File: src/rtl/accum_pkg.sv
// ============================================================================
// Module   : accum_pkg
// Purpose  : Shared types and constants for the accum_8bit block.
// Revision : 1.0 - initial release
// ============================================================================
`default_nettype none

package accum_pkg;

  localparam int ACC_W = 8;
  localparam logic [ACC_W-1:0] SAT_VAL = 8'hFF;

  typedef enum logic [1:0] {
    IDLE  = 2'd0,
    ACCUM = 2'd1,
    HOLD  = 2'd2
  } state_e;

endpackage : accum_pkg

`default_nettype wire

File: src/rtl/adder_8bit.sv
// ============================================================================
// Module   : adder_8bit
// Purpose  : Combinational 8-bit ripple-carry adder; overflow is the carry-out.
// Revision : 1.0 - initial release
// ============================================================================
`default_nettype none

module adder_8bit (
  input  logic [7:0] a,
  input  logic [7:0] b,
  input  logic       carry_in,
  output logic [7:0] sum,
  output logic       overflow
);

  logic [8:0] w_carry;

  assign w_carry[0] = carry_in;

  genvar gi;
  generate
    for (gi = 0; gi < 8; gi++) begin : g_bit
      assign sum[gi]         = a[gi] ^ b[gi] ^ w_carry[gi];
      assign w_carry[gi + 1] = (a[gi] & b[gi]) | (w_carry[gi] & (a[gi] ^ b[gi]));
    end
  endgenerate

  assign overflow = w_carry[8];

endmodule : adder_8bit

`default_nettype wire

File: src/rtl/accum_8bit.sv
// ============================================================================
// Module   : accum_8bit
// Purpose  : Block accumulator: sums NUM_SAMPLES handshaked bytes, then holds
//            the sum and a sticky carry flag until consumed downstream.
//            Optional saturation: define ACCUM_SATURATE_EN.
// Revision : 1.0 - initial release
// ============================================================================
`default_nettype none

module accum_8bit
  import accum_pkg::*;
#(
  parameter int NUM_SAMPLES = 4
) (
  input  logic             clk,
  input  logic             rst,
  input  logic             in_valid,
  output logic             in_ready,
  input  logic [ACC_W-1:0] in_data,
  output logic             out_valid,
  input  logic             out_ready,
  output logic [ACC_W-1:0] out_sum,
  output logic             out_ovf
);

  localparam logic [7:0] c_last_cnt = 8'(NUM_SAMPLES - 1);

  state_e           state_q, state_d;
  logic [ACC_W-1:0] acc_q, acc_d;
  logic [7:0]       cnt_q, cnt_d;
  logic             ovf_q, ovf_d;

  logic [ACC_W-1:0] w_sum;
  logic             w_carry;
  logic [ACC_W-1:0] w_acc_next;
  logic             w_accept;
  logic             w_last;

  adder_8bit u_adder (
    .a        (acc_q),
    .b        (in_data),
    .carry_in (1'b0),
    .sum      (w_sum),
    .overflow (w_carry)
  );

`ifdef ACCUM_SATURATE_EN
  // Once saturated, any further add either carries or adds zero, so 0xFF sticks.
  assign w_acc_next = w_carry ? SAT_VAL : w_sum;
`else
  assign w_acc_next = w_sum;
`endif

  assign in_ready  = (state_q != HOLD);
  assign out_valid = (state_q == HOLD);
  assign out_sum   = acc_q;
  assign out_ovf   = ovf_q;

  assign w_accept = in_valid && in_ready;
  assign w_last   = (cnt_q == c_last_cnt);

  always_comb begin
    state_d = state_q;
    acc_d   = acc_q;
    cnt_d   = cnt_q;
    ovf_d   = ovf_q;
    case (state_q)
      IDLE, ACCUM: begin
        // cnt is zero in IDLE, so the same last-sample test covers NUM_SAMPLES==1.
        if (w_accept) begin
          acc_d   = w_acc_next;
          ovf_d   = ovf_q | w_carry;
          cnt_d   = cnt_q + 8'd1;
          state_d = w_last ? HOLD : ACCUM;
        end
      end
      HOLD: begin
        if (out_ready) begin
          state_d = IDLE;
          acc_d   = '0;
          cnt_d   = '0;
          ovf_d   = 1'b0;
        end
      end
      default: begin
        state_d = IDLE;
        acc_d   = '0;
        cnt_d   = '0;
        ovf_d   = 1'b0;
      end
    endcase
  end

  always_ff @(posedge clk) begin
    if (rst) begin
      state_q <= IDLE;
      acc_q   <= '0;
      cnt_q   <= '0;
      ovf_q   <= 1'b0;
    end else begin
      state_q <= state_d;
      acc_q   <= acc_d;
      cnt_q   <= cnt_d;
      ovf_q   <= ovf_d;
    end
  end

endmodule : accum_8bit

`default_nettype wire

File: config.mk
export PLATFORM = sky130hd
export DESIGN_NAME = accum_8bit
export DESIGN_NICKNAME = d
export VERILOG_FILES = /design/src/rtl/accum_pkg.sv /design/src/rtl/adder_8bit.sv /design/src/rtl/accum_8bit.sv
export SDC_FILE = /design/constraint.sdc
export NUM_CORES = 1
export LEC_CHECK = 0
export ABC_AREA = 1
export BUFFER_PORTS_ARGS = -buffer_cell sky130_fd_sc_hd__buf_4
export CORE_MARGIN = 2
export CORE_UTILIZATION = 57
export CTS_CLUSTER_SIZE = 10
export DETAILED_ROUTE_END_ITERATION = 10
export PLACE_DENSITY = 0.84
export SLEW_MARGIN = 20
export SYNTH_ARGS = -nofsm -noshare
export SYNTH_HDL_FRONTEND = slang
export SYNTH_HIERARCHICAL = 1
export SYNTH_SLANG_ARGS = --single-unit
File: constraint.sdc
create_clock -name clk -period 9 [get_ports clk]
set_clock_uncertainty 0.2 [all_clocks]
set_input_delay 2.7 -clock clk [delete_from_list [all_inputs] [get_ports clk]]
set_output_delay 2.7 -clock clk [all_outputs]
set_load 0.005 [all_outputs]
## Word-level counts from Yosys, hierarchy flattened

Cells that the tools add are included.

| storage, ports and cells | value |
|---|---|
| bits in registers | 19 |
| bits in latches | 0 |
| bits in writable memories | 0 |
| ROM bits | 0 |
| input bits | 12 |
| output and inout port bits | 11 |
| word-level logic and storage cells | 65 |
| memories | 0 |

| operators by class | value |
|---|---|
| add/subtract/negate cells | 1 |
| multiply operators | 0 |
| divide/modulo/power cells | 0 |
| $lt $le $gt $ge | 0 |
| eq/ne operators | 6 |
| shifts and indexed selects | 0 |
| muxes and demuxes | 12 |
| bitwise logic cells | 38 |
| reductions and logical operators | 4 |

Operator list:

| operator | number |
|---|---|
| $pmux W8 S2 | 2 |
| $mux W8 | 3 |
| $and A1 B1 Y1 | 15 |
| $xor A1 B1 Y1 | 15 |
| $add A8 B1 Y8 const B | 1 |
| $eq A8 B2 Y1 const B | 1 |
| $or A1 B1 Y1 | 8 |
| $mux W2 | 3 |
| $ne A2 B2 Y1 const B | 2 |
| $pmux W2 S2 | 1 |
| $eq A2 B1 Y1 const B | 1 |
| $eq A2 B2 Y1 const B | 1 |
| $logic_not A2 Y1 | 1 |
| $mux W1 | 2 |
| $ne A2 B1 Y1 const B | 1 |
| $pmux W1 S2 | 1 |
| $reduce_and A2 Y1 | 1 |
| $reduce_or A2 Y1 | 1 |
| $logic_and A1 B1 Y1 | 1 |

## Depth between registers and ports, before layout

Gate-level depths: netlist of the first run.

| logic depth | value |
|---|---|
| word-level depth | 18 |
| depth in mapped cells | 14 |
| gate-level depth less buffers | 14 |

## Modules after synthesis

The synthesis of the first run kept the hierarchy.

Modules (own cells, without submodules):

| module | times used | cells each | area an instance (um^2) | sequential area each (um^2) |
|---|---|---|---|---|
| accum_8bit | 1 | 124 | 898.4 | 380.4 |
| adder_8bit | 1 | 18 | 197.7 | 0.0 |

## Least setup slack after synthesis of the first run

No wires, ideal clock.

| timing path | value |
|---|---|
| path type | input-to-reg |
| from | input in_data[0] |
| to | register acc_q[7], in the netlist out_sum[7] |
| setup time | 0.070 ns |
| arrival | 5.839 ns |
| data required time | 8.730 ns |
| setup slack | 2.891 ns |
| stages | 14 |
| path buffers | 0 |
| path through | fa_1 > inv_1 > fa_1 > inv_1 > fa_1 > fa_1 > fa_1 > fa_1 > fa_1 > inv_1 > fa_1 > inv_1 > nand2_1 > a21oi_1 |

| on the way | value |
|---|---|
| longest elaborated chain between the ends | 16 |

RTL lines:

| item | RTL line | RTL |
|---|---|---|
| start, declared | accum_8bit.sv:19 | `input logic [ACC_W-1:0] in_data,` |
| $and A1 B1 Y1 (2 in series) | adder_8bit.sv:24 | `assign w_carry[gi + 1] = (a[gi] & b[gi]) \| (w_carry[gi] & (a[gi] ^ b[gi]));` |
| $or A1 B1 Y1 | adder_8bit.sv:24 |  |
| $and A1 B1 Y1 | adder_8bit.sv:24 |  |
| $or A1 B1 Y1 | adder_8bit.sv:24 |  |
| $and A1 B1 Y1 | adder_8bit.sv:24 |  |
| $or A1 B1 Y1 | adder_8bit.sv:24 |  |
| $and A1 B1 Y1 | adder_8bit.sv:24 |  |
| $or A1 B1 Y1 | adder_8bit.sv:24 |  |
| $and A1 B1 Y1 | adder_8bit.sv:24 |  |
| $or A1 B1 Y1 | adder_8bit.sv:24 |  |
| $and A1 B1 Y1 | adder_8bit.sv:24 |  |
| $or A1 B1 Y1 | adder_8bit.sv:24 |  |
| $xor A1 B1 Y1 | adder_8bit.sv:23 | `assign sum[gi] = a[gi] ^ b[gi] ^ w_carry[gi];` |
| named net w_acc_next[7] | accum_8bit.sv:35 | `logic [ACC_W-1:0] w_acc_next;` |
| $mux W8 | accum_8bit.sv:70 | `if (w_accept) begin` |
| $pmux W8 S2 | accum_8bit.sv:67 | `case (state_q)` |
| end signal, assigned | accum_8bit.sv:97 | `acc_q <= '0;` |
| end signal, assigned | accum_8bit.sv:102 | `acc_q <= acc_d;` |
| end, declared | accum_8bit.sv:29 | `logic [ACC_W-1:0] acc_q, acc_d;` |

The timed path passes the listed nets, and every way through them passes these cells. The select of a mux whose other input is x is not followed.
A chain may end at the register's enable or synchronous reset.

## Final worst setup path of the first run

Ends and elaborated chain as after synthesis.

==> results of run 1 <==
==> power groups by stage <==
stage / Sequential, mW / Clock, mW / Combinational, mW
2_1_floorplan: 0.0985 / 0 / 0.0282
3_3_place_gp: 0.0983 / 0 / 0.0435
3_5_place_dp: 0.0985 / 0 / 0.0461
4_1_cts: 0.0968 / 0.0445 / 0.0466
5_1_grt: 0.0979 / 0.0478 / 0.0528
6_report: 0.0967 / 0.0431 / 0.0462
==> sequential cells by signal, indices dropped and copies added (netlist names) <==
register,count
out_sum,8
out_ovf,1
state_q,2
cnt_q,8
==> per-stage QoR <==
| stage | setup slack (ns) | hold WS, ns | total power, mW |
|---|---|---|---|
| 2_1_floorplan | 2.89 | 0.247 | 0.127 |
| 3_3_place_gp | 2.69 | 0.240 | 0.142 |
| 3_5_place_dp | 2.56 | 0.243 | 0.145 |
| 4_1_cts | 2.86 | 0.261 | 0.188 |
| 5_1_grt | 2.71 | 0.297 | 0.199 |
| 6_report | 2.86 | 0.260 | 0.186 |
==> per-layer routing <==
layer  vias up  GRT usage  wire length [um]
li1        473          -                 -
met1       431      0.251               869
met2        19      0.395              1090
met3         4     0.0717                83
met4         0     0.0703                23
met5         -          0                 0
==> critical path, stage by stage <==
cell and delay, ns:
buf_4 0.12, fa_1 0.39, inv_1 0.08, fa_1 0.15, inv_1 0.05, fa_1 0.37, fa_1 0.39, fa_1 0.39
fa_1 0.41, fa_1 0.38, inv_1 0.08, fa_1 0.41, inv_1 0.07, nand2_1 0.05, a21oi_1 0.13
==> worst paths after layout <==
kind | slack [ns] | to | depth (start not counted) | startpoint
hold reg to reg | 0.26 | out_ovf | 2 | out_ovf
setup reg to reg | 4.98 | out_sum[7] | 14 | out_sum[0]
setup / recovery | 2.86 | out_sum[7] | 15 | in_data[0]
hold / removal | 0.26 | out_ovf | 2 | out_ovf
==> cell usage in the layout (no fill, tap or decap), drive strengths merged <==
master  count
a21oi      14
buf        22
clkbuf      4
conb        1
dfxtp      19
fa          8
ha          1
inv        29
nand2      35
nand3       7
nor2       17
nor3        3
o21ai       5
or2         1
==> logic make-up after synthesis <==
kind of cell / after synthesis
other: 1
AND/OR/NAND/NOR: 63
adder cells (fa/ha/maj): 9
flip-flops: 19
AO/OA/AOI/OAI: 19
buffers and inverters: 31
==> cell type report <==
| class | instances | area [um2] |
|---|---|---|
| tap | 25 | 31.3 |
| inverter | 29 | 109 |
| sequential | 19 | 380 |
| clock buffer | 4 | 26.3 |
| fill | 154 | 464 |
| timing repair buffer | 22 | 165 |
| multi-input combinational | 92 | 588 |
==> out/results.tsv, run 1 <==
stage	metric	value	unit
synth	Yosys reg bits	19	
die	initial core utilization	0.621	
synth	Top FF cell, synth	dfxtp_1	
final_layout	fin nets	188	
power_and_ir_drop	sequential share of power	0.520	
power_and_ir_drop	Sw Ratio	0.299	
power_and_ir_drop	VDD IR max	0.000123	V
synth	Synth top area share	0.347	
critical_path	critical path type	input port to flop	
synth	Cell Area, Synth	0.00110	mm2
synth	mux share of post-synthesis cell area	0	
die	die area	0.00229	mm2
final_layout	# diodes	0	
global_route	GR Overflow Total	0	
sta	setup TNS	0	ns
sta	Tmin final	6.14	ns
synth	sequential element share of the synthesized area	0.347	
synth	warning count from the yosys run	6	
sta	Max Slew Vio Count	0	
clock_network	clk_lat worst skew	0.30	ns
clock_network	Clock transition at path regs	0.11	ns
clock_network	H-tree depth	1	
sta	Max Fclk	163	MHz
die	row count	15	
synth	Post-Synth Adder-Cell Area	0.158	
clock_network	Clock Tree Buf Depth	2	
critical_path	crit path capture type	flop	
synth	Compound-Gate Fraction of Synth Area	0.114	
global_route	gr usage total	0.222	
global_route	initial antenna violation count	0	
final_layout	P&R area growth vs syn	18.6	%
route	drt first-iter violations	8	
synth	number of synthesized flops with an enable pin	0	
min_path	HP Class	flop to flop	
synth	top post-synthesis cells by area	dfxtp_1 35%, fa_1 15%, inv_1 9.6%, nand2_1 8.9%, a21oi_2 6.4%	
placement	Routability Congestion	0.803	
synth	most frequent cells after synthesis	28 x inv_1, 26 x nand2_1, 19 x dfxtp_1, 17 x nor2_1	
die	Boundary Pins	23	
power_and_ir_drop	Power Density	143	mW/mm2
placement	Inst Count DP	187	
global_route	pin count of the biggest net entering global routing	19	
final_layout	final core occ	0.737	
synth	count leader, synth	inv_1	
placement	Cell Area, Placed	0.00127	mm2
clock_network	CTS tree	built	
route	Routed wire per std cell	10.8	um
synth	xor/xnor share of the synthesized area	0	
placement	number of port buffers	22	
sta	final worst path period share	0.682	
synth	largest family of logic cells by synthesized area	simple AND/OR/NAND/NOR gates	
global_route	first-pass GRT wire length	3540	um
route	Vias	927	
power_and_ir_drop	clock share of power	0.232	
synth	Synth async-reset ratio	0	
die	die extent in x	47.9	um
route	DRT Pass-1 Iters	4	
power_and_ir_drop	Int Pwr	0.130	mW
final_layout	design area	0.00130	mm2
die	chip height	47.9	um
critical_path	startpoint class of the critical path	input port	
sta	Fin. Hold Viols	0	
synth	Synth area leader	dfxtp_1	
synth	cells after synthesis	142	
power_and_ir_drop	Pleak	0.600	nW
synth	syn nets	163	
clock_network	CTS buffer count	3	
flow_run	max cap viols	0	
sta	final setup fails	0	
route	drc violations	0	
synth	simple-gate portion of the synthesized area	0.261	
critical_path	CP required	9.03	ns
clock_network	clk sinks	19	
route	drt total wl	2070	um
synth	Mean Syn Cell Area	7.72	um2
power_and_ir_drop	Psw	0.0556	mW
route	antenna viol nets, final	0	
critical_path	crit-path max FO	1	
clock_network	Post-CTS Setup Bufs	0	
clock_network	Resized cells post-CTS	0	
run_status	status	finished, final reports clean	
power_and_ir_drop	logic gate share of total power	0.248	
synth	count of cell types in the netlist	20	
final_layout	layout cells sized above 1	0.271	
final_layout	non-filler cells, final	191	
clock_network	cts hold-fix bufs	0	
clock_network	CTS Root Cell	clkbuf_4	
critical_path	Worst Path Arrival	6.17	ns
sta	RSZ-0062 raised after global routing	false	
global_route	vias in the first global route	894	
placement	dpl hpwl	1610	um
die	Core Box Area	0.00176	mm2
route	vias per inst	4.85	
Power figures use the tool's default switching activity.
==> run 2, diff against run 1 <==
Settings changed: ABC_AREA 1 to 0, CORE_ASPECT_RATIO from default to 1.75, CORE_UTILIZATION 57 to 47, PLACE_DENSITY 0.84 to 0.74.
Clock period 9 ns to 5.5 ns, I/O delays scaled along.
==> run 2 against run 1 <==
Effect of this change: setup slack worse by 2.5 ns; synthesized area fell by 1.8%; routed wire length up 6.0%; sequential cell count is the same; via count down 0.22%; clock power grew 120%; sequential power is 64% higher; first-iteration DRC count increased to 4.4 times the previous value; sequential share of layout area is 0.52 points higher; critical path depth unchanged.
==> out/results.tsv, run 2 <==
stage	metric	value	unit
die	row count	23	
route	vias per inst	5.71	
route	drc violations	0	
sta	Tmin final	5.18	ns
power_and_ir_drop	Pleak	0.518	nW
critical_path	startpoint class of the critical path	input port	
route	Vias	925	
sta	Worst Tran Pin Value	0.767	ns
placement	pre-CTS WS	0.0664	ns
critical_path	Cell Chain, Critical Path	buf_4 > fa_1 > inv_1 > fa_1 > inv_1 > fa_1 > fa_1 > fa_1 > fa_1 > fa_1 > inv_1 > fa_1 > inv_1 > nand3_1 > a21oi_1	
critical_path	WP depth	15	
sta	Max Fclk	193	MHz
critical_path	CP required	5.48	ns
die	chip height	67.3	um
min_path	Hold Startpoint	out_ovf	
run_status	status	finished, final reports clean	
route	DRT Pass-1 Iters	4	
die	Core Box Area	0.00222	mm2
global_route	initial antenna violation count	0	
critical_path	crit-path max FO	1	
clock_network	clk_lat worst skew	0.25	ns
global_route	GR Overflow Total	0	
sta	Fin. Hold Viols	0	
route	Routed wire per std cell	13.5	um
min_path	worst hold stages	1	
synth	number of synthesized flops with an enable pin	0	
final_layout	commonest non-fill, non-tap cell in the layout	buf_4	
synth	sequential element share of the synthesized area	0.353	
critical_path	CP max stage delay	0.42	ns
global_route	first-pass GRT wire length	3480	um
critical_path	Critical path buffers and inverters	5	
critical_path	R2R Path Start	out_sum[0]	
sta	Max transition margin	0.488	
synth	Top FF cell, synth	dfxtp_1	
critical_path	Worst R2R Path Depth	14	
synth	Synth async-reset ratio	0	
critical_path	Worst Path Arrival	5.16	ns
final_layout	layout cells sized above 1	0.197	
synth	Synth area leader	dfxtp_1	
synth	warning count from the yosys run	6	
die	die extent in x	40.2	um
clock_network	clk sinks	19	
sta	final worst path period share	0.943	
die	initial core utilization	0.486	
critical_path	R2R Setup Slk	1.45	ns
min_path	HP Class	flop to flop	
final_layout	fin nets	159	
final_layout	commonest non-fill, non-tap cells in the layout	22 x buf_4, 19 x dfxtp_1, 12 x inv_1, 12 x o21ai_0, 10 x nand3_1	
flow_run	max cap viols	0	
critical_path	CP most frequent cell	fa_1	
synth	Cell Area, Synth	0.00108	mm2
clock_network	CTS buffer count	3	
route	drt total wl	2190	um
clock_network	Clock transition at path regs	0.06	ns
sta	final setup fails	0	
synth	Synth top area share	0.353	
critical_path	critical path type	input port to flop	
sta	setup TNS	0	ns
global_route	pin count of the biggest net entering global routing	23	
synth	cells after synthesis	117	
sta	RSZ-0062 raised after global routing	false	
sta	WHS	0.289	ns
global_route	vias in the first global route	840	
clock_network	Post-CTS Setup Bufs	0	
placement	Cell Area, Placed	0.00123	mm2
die	Boundary Pins	23	
sta	Max Slew Vio Count	0	
clock_network	H-tree depth	1	
synth	count leader, synth	dfxtp_1	
critical_path	cell at the slowest stage of the critical path	fa_1	
synth	Mean Syn Cell Area	9.20	um2
global_route	gr usage total	0.181	
synth	Yosys reg bits	19	
synth	syn nets	138	
clock_network	Clock Tree Buf Depth	2	
clock_network	Resized cells post-CTS	0	
critical_path	crit path capture type	flop	
synth	count of cell types in the netlist	36	
clock_network	cts hold-fix bufs	0	
min_path	Worst Hold Endpoint	out_ovf	
synth	top post-synthesis cells by area	dfxtp_1 35%, fa_1 15%, o21ai_0 5.6%, nand3_1 4.7%, a21oi_1 4.2%	
placement	number of port buffers	22	
clock_network	CTS tree	built	
synth	most frequent cells after synthesis	19 x dfxtp_1, 12 x inv_1, 12 x o21ai_0, 10 x nand3_1, 9 x a21oi_1	
power_and_ir_drop	Power Density	252	mW/mm2
route	antenna viol nets, final	0	
die	die area	0.00270	mm2
power_and_ir_drop	VDD IR max	0.000203	V
final_layout	design area	0.00128	mm2
sta	setup ws final	0.316	ns
route	drt first-iter violations	35	
power_and_ir_drop	total power	0.322	mW
placement	Routability Congestion	0.691	
final_layout	P&R area growth vs syn	18.7	%
clock_network	CTS Root Cell	clkbuf_8	
critical_path	CP top delay family	adder cells	
critical_path	FF-to-FF End	out_sum[7]	
final_layout	# diodes	0	
placement	dpl hpwl	1720	um
## run 2: cell types whose count changed after synthesis, moves of 3 or more
| cell | before | now |
|---|---|---|
| a21oi_1 | 6 | 9 |
| nor2_1 | 17 | 4 |
| or4_1 | 0 | 4 |
| nand2_1 | 26 | 2 |
| nand3_1 | 6 | 10 |
| nand2_2 | 8 | 0 |
| o21ai_0 | 4 | 12 |
| inv_1 | 28 | 12 |
| a21oi_2 | 8 | 0 |
| a21boi_0 | 0 | 4 |
| o31ai_1 | 0 | 4 |
## run 2: cell type report
| type | count | area (um2) |
|---|---|---|
| Timing Repair Buffer | 22 | 165 |
| Sequential cell | 19 | 380 |
| Clock buffer | 4 | 45.0 |
| Fill cell | 210 | 938 |
| Tap cell | 25 | 31.3 |
| Inverter | 13 | 48.8 |
| Multi-Input combinational cell | 79 | 607 |
## run 2: metrics by stage
stage / std cells / util
3_3_place_gp: 158 / 0.556
4_1_cts: 162 / 0.577
3_5_place_dp: 158 / 0.556
2_1_floorplan: 117 / -
6_report: 162 / 0.577
5_1_grt: 162 / 0.577
## run 2: cells by family (layout without fill, tap and decap cells)
family / after synthesis / count (layout) / synth area share
AOI/OAI and AO/OA: 34 / 34 / 0.192
and+or+nand+nor: 33 / 33 / 0.191
DFF: 19 / 19 / 0.353
buffers and inverters: 19 / 39 / 0.0826
adders and majority gates: 9 / 9 / 0.160
other: 1 / 1 / 0.00349
xor gates and xnor gates: 1 / 1 / 0.00814
muxes: 1 / 1 / 0.00930
## run 2: power by group
group          internal, mW  switching, mW
logic                0.0376         0.0321
clock network        0.0514         0.0422
registers             0.148         0.0107
total                 0.237         0.0849
## run 2: layer usage
layer	track usage	routed length, um	up-vias
li1	-	-	450
met1	0.204	816	453
met2	0.325	1280	18
met3	0.0197	62	4
met4	0.0750	34	0
met5	0	0	-
## run 2: worst reg2reg max path: stages (launching register included)
cell     delay (ns)
dfxtp_1        0.34
fa_1           0.41
inv_1          0.07
fa_1           0.15
inv_1          0.05
fa_1           0.39
fa_1           0.39
fa_1           0.40
fa_1           0.42
fa_1           0.39
inv_1          0.08
fa_1           0.41
inv_1          0.06
nand3_1        0.07
a21oi_1        0.15
## run 2: worst max path at each step
stage,start,to,slack (ns)
after floorplan,in_data[0],out_sum[7],0.39
after global placement,in_data[0],out_sum[7],0.13
after detailed placement,in_data[0],out_sum[7],0.07
after CTS,in_data[0],out_sum[7],0.31
after global routing,in_data[0],out_sum[7],0.15
final,in_data[0],out_sum[7],0.32
==> run 3, diff against run 2 <==
Settings changed: SETUP_SLACK_MARGIN from default to 0.5.
==> run 3 against run 2 <==
Effect of this change: clock-buffer cell count is the same; maximum frequency grew 5.4%; non-clock buffer count is the same; routed wire length grew 3.2%; global-route usage grew 1.7 points; die area is the same; largest cell class unchanged; largest power group unchanged; highest routed layer unchanged.
==> out/results.tsv, run 3 (same netlist as run 2, synthesis figures left out) <==
stage	metric	value	unit
run_status	status	finished, final reports clean	
die	initial core utilization	0.486	
placement	pre-CTS WS	0.232	ns
final_layout	commonest non-fill, non-tap cells in the layout	22 x buf_4, 19 x dfxtp_1, 12 x o21ai_0	
global_route	gr usage total	0.198	
route	Routed wire per std cell	14.0	um
critical_path	Worst Path Arrival	4.92	ns
critical_path	CP top delay family	adder cells	
clock_network	clk sinks	19	
global_route	pin count of the biggest net entering global routing	23	
global_route	GR Overflow Total	0	
clock_network	clk_lat worst skew	0.26	ns
critical_path	WP depth	15	
clock_network	CTS buffer count	3	
sta	Worst Tran Pin Value	0.748	ns
flow_run	max cap viols	0	
final_layout	# diodes	0	
sta	Max Slew Vio Count	0	
clock_network	H-tree depth	1	
die	Boundary Pins	23	
placement	dpl hpwl	1710	um
die	die area	0.00270	mm2
critical_path	FF-to-FF End	out_sum[7]	
final_layout	P&R area growth vs syn	21.2	%
sta	final setup fails	0	
die	row count	23	
sta	Max transition margin	0.501	
critical_path	critical path type	input port to flop	
critical_path	crit path capture type	flop	
route	DRT Pass-1 Iters	4	
critical_path	R2R Path Start	out_sum[0]	
sta	setup TNS	0	ns
critical_path	CP most frequent cell	fa_2	
placement	Routability Congestion	0.725	
route	antenna viol nets, final	0	
critical_path	crit-path max FO	1	
clock_network	CTS tree	built	
final_layout	commonest non-fill, non-tap cell in the layout	buf_4	
critical_path	R2R Setup Slk	1.70	ns
route	drt total wl	2260	um
final_layout	fin nets	159	
min_path	HP Class	flop to flop	
sta	final worst path period share	0.895	
sta	Fin. Hold Viols	0	
die	Core Box Area	0.00222	mm2
power_and_ir_drop	Power Density	253	mW/mm2
global_route	vias in the first global route	886	
route	vias per inst	5.72	
die	chip height	67.3	um
power_and_ir_drop	VDD IR max	0.000193	V
clock_network	Clock transition at path regs	0.07	ns
placement	number of port buffers	22	
critical_path	Cell Chain, Critical Path	buf_4 > fa_2 > inv_2 > fa_2 > inv_1 > fa_2 > fa_2 > fa_2 > fa_2 > fa_2 > inv_2 > fa_1 > inv_1 > nand3_2 > a21oi_2	
route	drc violations	0	
route	drt first-iter violations	14	
global_route	initial antenna violation count	0	
critical_path	Worst R2R Path Depth	14	
critical_path	cell at the slowest stage of the critical path	fa_1	
critical_path	Critical path buffers and inverters	5	
power_and_ir_drop	Pleak	0.511	nW
global_route	first-pass GRT wire length	3680	um
critical_path	CP max stage delay	0.40	ns
sta	Max Fclk	203	MHz
sta	Tmin final	4.92	ns
final_layout	layout cells sized above 1	0.277	
critical_path	worst setup path endpoint	out_sum[7]	
die	die extent in x	40.2	um
sta	setup ws final	0.580	ns
critical_path	startpoint class of the critical path	input port	
sta	RSZ-0062 raised after global routing	true	
critical_path	Critical path origin	in_data[0]	
route	Vias	927	
clock_network	Clock Tree Buf Depth	2	
critical_path	CP required	5.50	ns
clock_network	CTS Root Cell	clkbuf_8	
## run 3: cell count changes in the layout (fill, tap and decap cells not counted)
cell,delta
a21oi_1,-1
a21oi_2,+1
fa_1,-7
fa_2,+7
inv_1,-2
inv_2,+2
nand3_1,-1
nand3_2,+1
## run 3: timing repair
item,CTS,global route
pin swaps,2,4
setup buffers,0,0
hold buffers,0,0
endpoints found under the setup margin,1,1
resized for setup,1,7
## run 3: layout make-up
cell class              count  area, um2
clock buffers               4       45.0
fillers                   197        912
inverters                  13       48.8
multi-input cells          79        633
flip-flops and latches     19        380
well taps                  25       31.3
repair buffers             22        165
## run 3: power breakdown
| group | switching, mW | leakage (nW) | internal (mW) | total, mW |
|---|---|---|---|---|
| sequential | 0.0110 | 0.155 | 0.148 | 0.159 |
| clock | 0.0456 | 0.0228 | 0.0516 | 0.0971 |
| combinational | 0.0340 | 0.332 | 0.0401 | 0.0741 |
| total | 0.0906 | 0.511 | 0.240 | 0.330 |
## run 3: worst register-to-register path, cell delays in order, from the launching register on
cell and delay (ns):
dfxtp_1 0.35, fa_2 0.39, inv_2 0.06, fa_2 0.16, inv_1 0.05, fa_2 0.33, fa_2 0.36, fa_2 0.38
fa_2 0.37, fa_2 0.34, inv_2 0.06, fa_1 0.40, inv_1 0.08, nand3_2 0.08, a21oi_2 0.14
## run 3: layer usage
layer | track usage | share of wire
met1 | 0.199 | 0.35
met2 | 0.365 | 0.60
met3 | 0.0296 | 0.030
met4 | 0.100 | 0.019
met5 | 0 | 0
## run 3: how the worst min path moves through the flow
stage             from      end  slack, ns  cells after the start
2_1_floorplan  out_ovf  out_ovf       0.26                      1
3_5_place_dp   out_ovf  out_ovf       0.28                      1
3_3_place_gp   out_ovf  out_ovf       0.25                      1
5_1_grt        out_ovf  out_ovf       0.30                      1
4_1_cts        out_ovf  out_ovf       0.29                      1
6_report       out_ovf  out_ovf       0.28                      1
## run 3: stage by stage
stage | instances | utilization | area, um2 | total power [mW] | hold WS (ns)
after floorplan | 117 | - | 1080 | 0.202 | 0.264
after global placement | 158 | 0.560 | 1240 | 0.228 | 0.251
after detailed placement | 158 | 0.560 | 1240 | 0.232 | 0.276
after CTS | 162 | 0.581 | 1290 | 0.329 | 0.293
after global routing | 162 | 0.588 | 1300 | 0.348 | 0.304
final | 162 | 0.588 | 1300 | 0.330 | 0.280
